File: src/rtl/lsu_mem_ctrl.sv
// Load/store unit: sequences MEM-stage loads and stores onto a req/ack data-memory port.
// Optional REQ timeout abort is compiled in with `define LSU_TIMEOUT_EN.
module lsu_mem_ctrl #(
  parameter int TIMEOUT = 16
) (
  input  logic        clk,
  input  logic        rst,
  input  logic        rd_en,
  input  logic        wr_en,
  input  logic [2:0]  func3,
  input  logic [31:0] addr,
  input  logic [31:0] wdata,
  output logic        stall,
  output logic [31:0] rdata,
  output logic        load_valid,
  output logic        access_err,
  output logic        mem_req,
  output logic        mem_we,
  output logic [31:0] mem_addr,
  output logic [31:0] mem_wdata,
  output logic [3:0]  mem_wmask,
  input  logic        mem_ack,
  input  logic [31:0] mem_rdata
);

  typedef enum logic [1:0] {IDLE, REQ, DONE, ERR} state_t;

  state_t      state, state_nxt;
  logic        req_any, legal, aligned, timed_out, is_load;
  logic [1:0]  off;
  logic [2:0]  f3;
  logic [3:0]  lane_mask;
  logic [31:0] lane_wdata, shifted, load_fmt;

  if (TIMEOUT < 2 || TIMEOUT > 255) begin : g_bad_timeout
    $error("lsu_mem_ctrl: TIMEOUT must be in 2..255");
  end

  assign req_any = rd_en | wr_en;

  // Stores win over loads, so legality and lane steering key off wr_en.
  always_comb begin
    if (wr_en) legal = (func3 == 3'b000) || (func3 == 3'b001) || (func3 == 3'b010);
    else       legal = func3 inside {3'b000, 3'b001, 3'b010, 3'b100, 3'b101};
    case (func3[1:0])
      2'b01:   aligned = ~addr[0];
      2'b10:   aligned = (addr[1:0] == 2'b00);
      default: aligned = 1'b1;
    endcase
    lane_mask  = 4'b0000;
    lane_wdata = wdata;
    if (wr_en) begin
      case (func3[1:0])
        2'b00: begin
          lane_mask  = 4'b0001 << addr[1:0];
          lane_wdata = {4{wdata[7:0]}};
        end
        2'b01: begin
          lane_mask  = 4'b0011 << addr[1:0];
          lane_wdata = {2{wdata[15:0]}};
        end
        default: lane_mask = 4'b1111;
      endcase
    end
  end

  always_comb begin
    shifted = mem_rdata >> {off, 3'b000};
    case (f3)
      3'b000:  load_fmt = {{24{shifted[7]}}, shifted[7:0]};
      3'b001:  load_fmt = {{16{shifted[15]}}, shifted[15:0]};
      3'b100:  load_fmt = {24'd0, shifted[7:0]};
      3'b101:  load_fmt = {16'd0, shifted[15:0]};
      default: load_fmt = shifted;
    endcase
  end

`ifdef LSU_TIMEOUT_EN
  logic [7:0] cnt;

  // Held at zero outside REQ so every access starts its budget fresh.
  always_ff @(posedge clk) begin
    if (rst)                 cnt <= 8'd0;
    else if (state != REQ)   cnt <= 8'd0;
    else if (!mem_ack)       cnt <= cnt + 8'd1;
  end

  assign timed_out = (cnt == 8'(TIMEOUT - 1)) && !mem_ack;
`else
  assign timed_out = 1'b0;
`endif

  always_comb begin
    state_nxt  = state;
    stall      = 1'b0;
    mem_req    = 1'b0;
    load_valid = 1'b0;
    access_err = 1'b0;
    case (state)
      IDLE: begin
        if (req_any) begin
          stall     = 1'b1;
          state_nxt = (legal && aligned) ? REQ : ERR;
        end
      end
      REQ: begin
        stall   = 1'b1;
        mem_req = 1'b1;
        if (mem_ack)        state_nxt = DONE;
        else if (timed_out) state_nxt = ERR;
      end
      DONE: begin
        load_valid = is_load;
        state_nxt  = IDLE;
      end
      default: begin
        access_err = 1'b1;
        state_nxt  = IDLE;
      end
    endcase
  end

  always_ff @(posedge clk) begin
    if (rst) begin
      state     <= IDLE;
      mem_we    <= 1'b0;
      mem_addr  <= 32'd0;
      mem_wdata <= 32'd0;
      mem_wmask <= 4'd0;
      rdata     <= 32'd0;
      off       <= 2'd0;
      f3        <= 3'd0;
      is_load   <= 1'b0;
    end else begin
      state <= state_nxt;
      if (state == IDLE && req_any && legal && aligned) begin
        mem_we    <= wr_en;
        mem_addr  <= {addr[31:2], 2'b00};
        mem_wdata <= lane_wdata;
        mem_wmask <= lane_mask;
        off       <= addr[1:0];
        f3        <= func3;
        is_load   <= ~wr_en;
      end
      if (state == REQ && mem_ack && is_load) rdata <= load_fmt;
    end
  end

endmodule

File: config.mk
export PLATFORM = sky130hd
export DESIGN_NAME = lsu_mem_ctrl
export DESIGN_NICKNAME = d
export VERILOG_FILES = /design/src/rtl/lsu_mem_ctrl.sv
export SDC_FILE = /design/constraint.sdc
export NUM_CORES = 1
export LEC_CHECK = 0
export CAP_MARGIN = 20
export CORE_UTILIZATION = 47
export DETAILED_ROUTE_END_ITERATION = 12
export MAX_ROUTING_LAYER = met4
export PLACE_DENSITY = 0.95
export REMOVE_ABC_BUFFERS = 1
export SLEW_MARGIN = 30
export SYNTH_ARGS = -nofsm -noshare
export SYNTH_HDL_FRONTEND = slang
export SYNTH_SLANG_ARGS = --single-unit
File: constraint.sdc
create_clock -name clk -period 5.6 [get_ports clk]
set_input_delay 1.12 -clock clk [delete_from_list [all_inputs] [get_ports clk]]
set_output_delay 1.12 -clock clk [all_outputs]
set_load 0.05 [all_outputs]
==> results of run 1 <==
==> synth_stat cells, types with 8 or more instances <==
library cell and n:
nand3_1 62, nor3_1 10, nand2_1 20, mux2_2 9, buf_2 13, nor2_1 29, mux2i_1 34, inv_1 21
nand2b_1 9, a211oi_1 19, a21oi_1 103, clkbuf_1 45, o21ai_0 67, dfxtp_1 107, a22oi_1 8
==> layout make-up <==
cell class / count / share of cell area (%)
sequential: 107 / 29.11
inverter: 21 / 1.071
tap: 136 / 2.313
clock buffer: 10 / 1.870
timing repair buffer: 212 / 28.82
multi-input combinational: 434 / 35.96
clock inverter: 5 / 0.8502
==> power by group through the flow <==
stage	clock network, W	registers, W	logic [W]
final	0.000487	0.000823	0.000526
after global routing	0.000525	0.000827	0.000559
after CTS	0.000496	0.000822	0.000518
after detailed placement	0	0.000839	0.000517
after global placement	0	0.000838	0.000503
after floorplan	0	0.000948	0.000180
==> worst max-delay path, delay by kind of cell <==
family,cells,cell delay [ns]
buffers and inverters,2,1.58
and+or+nand+nor,2,0.29
==> how the worst min path moves through the flow <==
stage          cells after the start       end  startpoint
6_report                           2  rdata[6]    rdata[6]
3_5_place_dp                       2  rdata[6]    rdata[6]
3_3_place_gp                       2  rdata[0]    rdata[0]
2_1_floorplan                      2     f3[2]       f3[2]
4_1_cts                            2  rdata[6]    rdata[6]
5_1_grt                            2  rdata[6]    rdata[6]
==> registers in the layout (all words and copies together) (netlist names) <==
signal     cells
state          2
mem_we         1
mem_addr      30
mem_wmask      4
mem_wdata     32
off            2
rdata         32
is_load        1
f3             3
==> metal layers <==
| layer | track usage, % | up-vias | wire [µm] |
|---|---|---|---|
| li1 | - | 2564 | - |
| met1 | 35.32 | 2524 | 6533 |
| met2 | 50.51 | 292 | 8265 |
| met3 | 5.579 | 41 | 1310 |
| met4 | 12.40 | 0 | 542 |
| met5 | - | - | 0 |
==> per-stage QoR <==
stage / std cells / total power [W] / setup slack, ns / hold slack, ns / utilization, %
2_1_floorplan: 562 / 0.001129 / 0.6854 / 0.4748 / -
3_3_place_gp: 908 / 0.001341 / 1.339 / 0.4443 / 68.40
3_5_place_dp: 908 / 0.001356 / 1.157 / 0.4492 / 68.42
4_1_cts: 923 / 0.001837 / 1.502 / 0.4646 / 70.34
5_1_grt: 925 / 0.001911 / 1.354 / 0.5022 / 70.64
6_report: 925 / 0.001837 / 1.494 / 0.4679 / 70.64
==> cells by family (layout without fill, tap and decap cells) <==
logic type / count (synthesis) / in the layout / share of synthesized area [%]
adder cells (fa/ha/maj): 4 / 4 / 0.9797
buffers and inverters: 83 / 248 / 6.711
multiplexers: 44 / 44 / 9.087
other: 1 / 2 / 0.07340
AND/OR/NAND/NOR: 152 / 152 / 14.67
flip-flops: 107 / 107 / 41.93
AO/OA/AOI/OAI: 232 / 232 / 26.55
==> metrics.md, run 1 <==
| Metric | Value |
|---|---|
| Worst R2R End | mem_wdata[22] |
| Top cell type's share of synthesized area | 41.93% |
| Area occupied by multi-input gates | 2646 µm² |
| Peak VDD IR | 147.3 µV |
| DR pass1 iterations | 5 |
| Max Clk Rate | 243.6 MHz |
| P_leak | 2.515 nW |
| CTS clock-pin slew for the worst setup and hold paths | roughly 0.11 ns |
| R2r worst-path depth | 4 |
| Yosys reg bits | between 100 and 150 |
| DR vias | roughly 5400 |
| P_int | 0.001214 W |
| Type of the worst min-delay path | reg2reg |
| I/O Buffers | 206 |
| Worst Setup Path Type | in2out |
| Synth top area cells | dfxtp_1 42%, a21oi_1 10%, mux2i_1 6.7%, o21ai_0 6.6%, nand3_1 6.1% |
| GP Congestion | 0.8813 |
| Total CTS buffers | 9 |
| Clk_lat worst skew | 0.36 ns |
| CTS tree | done |
| Final wirelength | roughly 17 mm |
| Clk_skew | 0.01409 ns |
| Crit path cell chain | clkdlybuf4s50_1 > nor3_1 > nor2_1 > clkdlybuf4s50_1 |
| DRT iter0 DRCs | roughly 460 |
| Crit path DAT | 2.99 ns |
| Maxcap violations | 0 |
| Combinational Power Share | 28.7% |
| Area after DPL | between 7000 and 8000 µm² |
| First-pass GRT wire length | 26.34 mm |
| Core Footprint | 10420 µm² |
| Post-synthesis sequential area ratio | 41.93% |
| Number of diodes | 0 |
| Root buf cell | clkbuf_8 |
| CP max FO | 11 |
| Number of flops mapped to enable cells by yosys | 0 |
| Chip Width | 106.3 µm |
| Most common cell on crit path | clkdlybuf4s50_1 |
| Clock Tree Buf Depth | 2 |
| Routed WL per cell | 18.00 µm |
| Syn_area_per_cell | between 8 and 9 µm² |
| Slew @ Worst Pin | 0.8238 ns |
| Crit-path slowest cell | clkdlybuf4s50_1 |
| Die span in y | ~110 µm |
| Crit end category | primary output |
| Crit share post-route | about 73% |
| Layout cells sized above 1 | 5.323% |
| Register Area | 2142 µm² |
| Critical Path Max Stage Delay | about 0.82 ns |
| Sequential share of power | 44.8% |
| Setup bufs post-CTS | 0 |
| Worst setup startpoint | wr_en |
| Synth area leader | dfxtp_1 |
| Max-slew violation total from the final report | 0 |
| Critical Path Start Type | input port |
| Yosys Warn Count | 0 |
| Reg-to-Reg Start | state[1] |
| Area Overhead vs Synth | 44.04% |
| Total grt overflow | 0 |
| Design Area, Final | ~7400 µm² |
| Top_reg_cell synth | dfxtp_1 |
| Fillcell total | 802 |
| Synthesized area | 5109 µm² |
| Psw | 0.0006226 W |
| # rows | 37 |
| RSZ-0062 raised after global routing | false |
| Slew margin rel. | 45.08% |
| Switching Share | 33.89% |
| Clock Sinks | ~110 |
| Number of global-route vias before repair | 5260 |
| Synth cell types | 44 |
| Nets | a little under 900 |
| Fin crit period | 4.106 ns |
| Worst setup path endpoint | stall |
| Most common cell after layout, fill and taps aside | clkdlybuf4s50_1 |
| DR DRC count | 0 |
| Die area | 11290 µm² |
| R2r setup slk | between 3 and 4 ns |
| All-Layer GR Usage | 30.07% |
| Initial antenna violation count | 0 |
| Syn Inst Count | 623 |
| FFs w/ async S/R, synth | 0% |
| Most frequent cells in the layout | 205 x clkdlybuf4s50_1, 107 x dfxtp_1, 103 x a21oi_1, 67 x o21ai_0, 62 x nand3_1 |
| Clock share of power | 26.5% |
| Worst Path Required | 4.48 ns |
| Final setup fails | 0 |
| Power Dens Cells | 249.6 nW/µm² |
| Final hold viol count | 0 |
| H-tree Lvls | 3 |
| I/O Pins | 209 |
| Post-CTS sizing | 0 |
| Antenna Violating Nets Remaining | 0 |
| DP HPWL | 11.74 mm |
| Vias per std cell | 5.861 |
| TNS Setup | 0 ns |
| Starting density of the core | 49.05% |
| Hold bufs inserted after CTS | 0 |
| Largest net degree at the start of global routing | around 110 |
| Status | finished clean |
Power figures use the tool's default switching activity.
==> run 2: changes to the inputs <==
--- a/config.mk
+++ b/config.mk
@@ -6,10 +6,10 @@
 export NUM_CORES = 1
 export LEC_CHECK = 0
 export CAP_MARGIN = 20
-export CORE_UTILIZATION = 47
+export CORE_UTILIZATION = 39
 export DETAILED_ROUTE_END_ITERATION = 12
 export MAX_ROUTING_LAYER = met4
-export PLACE_DENSITY = 0.95
+export PLACE_DENSITY = 0.87
 export REMOVE_ABC_BUFFERS = 1
 export SLEW_MARGIN = 30
 export SYNTH_ARGS = -nofsm -noshare
==> constraint.sdc (replaced) <==
create_clock -name clk -period 3.5 [get_ports clk]
set_input_delay 0.7 -clock clk [delete_from_list [all_inputs] [get_ports clk]]
set_output_delay 0.7 -clock clk [all_outputs]
set_load 0.05 [all_outputs]
==> metrics.md, run 2 (synthesized netlist as in run 1, its figures left out) <==
| Metric | Value |
|---|---|
| Power Dens Cells | 419.1 nW/µm² (+68%) |
| Initial antenna violation count | 0 (unchanged) |
| Worst Path Required | 3.77 ns (-0.71 ns) |
| Clk_skew | 0.006392 ns (-0.007694 ns) |
| Biggest registers after layout | mem_wdata (32), rdata (32), mem_addr (30) |
| Chip Width | 116.5 µm (+9.6%) |
| Layout cells sized above 1 | 6.140% (+0.82 points) |
| Final wirelength | 16.52 mm (-0.77%) |
| H-tree Lvls | 3 (unchanged) |
| Slew margin rel. | 48.43% (+3.4 points) |
| Worst R2R End | rdata[29] |
| Combinational Power Share | 27.2% (-1.5 points) |
| R2r setup slk | 1.24 ns (-2.10 ns) |
| Pwr Total | 0.003171 W (+73%) |
| Grt met2 use | 38.42% (-12 points) |
| Switching Share | 33.74% (-0.16 points) |
| Clk_lat worst skew | 0.36 ns (about the same) |
| Most frequent cells in the layout | 204 x clkdlybuf4s50_1, 107 x dfxtp_1, 103 x a21oi_1, 67 x o21ai_0, 62 x nand3_1 |
| Worst setup startpoint | func3[1] |
| Crit end category | flop |
| Crit path DAT | 3.18 ns (+0.19 ns) |
| DR DRC count | 0 (unchanged) |
| I/O Buffers | 206 (unchanged) |
| Final setup fails | 0 (unchanged) |
| Nets | 901 (+0.90%) |
| Starting density of the core | 40.32% (-8.7 points) |
| DR pass1 iterations | 5 (unchanged) |
| Finished Layout Cells | 970 (+4.9%) |
| Routed WL per cell | 17.03 µm (-5.4%) |
| Status | finished clean |
| Critical Path Start Type | input port |
| Sequential share of power | 41.4% (-3.4 points) |
| CP max FO | 63 (+52) |
| Total CTS buffers | 9 (unchanged) |
| Type of the worst min-delay path | reg2reg |
| Worst Setup Path Type | in2reg |
| Maxcap violations | 0 (unchanged) |
| Max Clk Rate | 343.9 MHz |
| Peak VDD IR | 278.9 µV (+89%) |
| I/O Pins | 209 (unchanged) |
| R2r worst-path depth | 4 (unchanged) |
| Slew @ Worst Pin | 0.7736 ns (-0.05026 ns) |
| Critical Path Max Stage Delay | 0.48 ns (-0.34 ns) |
| DR vias | 5421 (unchanged) |
| Hold bufs inserted after CTS | 0 (unchanged) |
| Crit-path slowest cell | ha_1 |
| Setup bufs post-CTS | 0 (unchanged) |
| Clock Tree Buf Depth | 2 (unchanged) |
| Largest net degree at the start of global routing | 71 (-33%) |
| Number of instances in the placed design | 954 (+5.1%) |
| Number of global-route vias before repair | 4913 (-6.6%) |
| TNS Setup | 0 ns (unchanged) |
| Pre-CTS setup slack | 0.2451 ns (-0.9119 ns) |
| Worst setup path endpoint | mem_wdata[21] |
| GP Congestion | 0.8644 (-1.9%) |
| P_int | 0.002101 W (+73%) |
| Psw | 0.001070 W (+72%) |
| Die span in y | 116.5 µm (+9.6%) |
| Die area | 13560 µm² (+20%) |
| Most common cell after layout, fill and taps aside | clkdlybuf4s50_1 |
| Met1 usage | 30.00% (-5.3 points) |
| DRT iter0 DRCs | 468 (+0.86%) |
| Reg-to-Reg Start | off[1] |
| Clock share of power | 31.4% (+4.9 points) |
| Core Footprint | 12670 µm² (+22%) |
| Fin worst setup slack | 0.5921 ns (-0.9022 ns) |
| P_leak | 2.603 nW (+3.5%) |
| Fin crit period | 2.908 ns |
| Crit share post-route | 83.08% |
| Final hold viol count | 0 (unchanged) |
| Gr busiest metal | met2 |
| Post-CTS sizing | 0 (unchanged) |
| Global routing usage on met3 | 7.888% (+2.3 points) |
| Area Overhead vs Synth | 48.13% |
| DP HPWL | 11.42 mm (-2.7%) |
| Antenna Violating Nets Remaining | 0 (unchanged) |
| Number of diodes | 0 (unchanged) |
| Vias per std cell | 5.589 (-4.6%) |
| Root buf cell | clkbuf_16 |
| # rows | 41 (+11%) |
| All-Layer GR Usage | 25.04% (-5.0 points) |
| First-pass GRT wire length | 25.16 mm (-4.5%) |
| CTS clock-pin slew for the worst setup and hold paths | 0.08 ns (-0.03 ns) |
| CTS tree | done |
| RSZ-0062 raised after global routing | false |
| Total grt overflow | 0 (unchanged) |
| Max-slew violation total from the final report | 0 (unchanged) |
| Crit path cell chain | clkdlybuf4s50_1 > inv_1 > ha_1 > nor2_1 > o22ai_4 > buf_12 > a21oi_1 > a211oi_1 |
| Clock Sinks | 107 (unchanged) |
| Util after Layout | 59.72% (-11 points) |
[run 2: cell count changes in the layout (fill, tap and decap cells not counted), sizes merged]
cell	change
buf	+9
bufinv	-1
clkinv	+2
clkinvlp	-1
inv	+1
clkdlybuf4s50	-1
[run 2: final cells by class]
type,instances,area [µm²]
clock buffers,10,229.0
multi-input cells,434,2644
clock inverters,6,58.81
repair buffers,220,2200
well taps,172,215.2
inverters,21,78.83
flip-flops and latches,107,2142
fillers,1110,5104
[run 2: critical path: cells and delay by family]
| family | cells | cell delay (ns) |
|---|---|---|
| compound gates | 3 | 0.73 |
| fa+ha+maj | 1 | 0.48 |
| buf+inv | 3 | 0.96 |
| simple gates | 1 | 0.26 |
[run 2: worst min path at each step]
stage              from        to  depth (start not counted)
3_3_place_gp   rdata[3]  rdata[3]                          2
4_1_cts        rdata[1]  rdata[1]                          2
6_report       rdata[3]  rdata[3]                          2
2_1_floorplan     f3[2]     f3[2]                          2
5_1_grt        rdata[2]  rdata[2]                          2
3_5_place_dp   rdata[1]  rdata[1]                          2
[run 2: per-stage QoR]
stage          instance area [µm²]  hold slack, ns
2_1_floorplan                 4848          0.4748
3_3_place_gp                  7279          0.4435
3_5_place_dp                  7279          0.4473
4_1_cts                       7567          0.4575
5_1_grt                       7567          0.4780
6_report                      7567          0.4553
[run 2: per-layer routing]
| metal | routed length, µm | up-vias |
|---|---|---|
| met2 | 7745 | 250 |
| met1 | 6679 | 2547 |
| met5 | 0 | - |
| met4 | 471 | 0 |
| met3 | 1627 | 38 |
| li1 | - | 2586 |
[run 2: power groups by stage]
stage               Sequential, W  Combinational, W  Clock [W]
floorplan                 0.00152          0.000288          0
finish                    0.00131          0.000862   0.000996
detailed placement        0.00134          0.000856          0
global placement          0.00134          0.000847          0
CTS                       0.00131          0.000860    0.00102
global route              0.00132          0.000916    0.00107
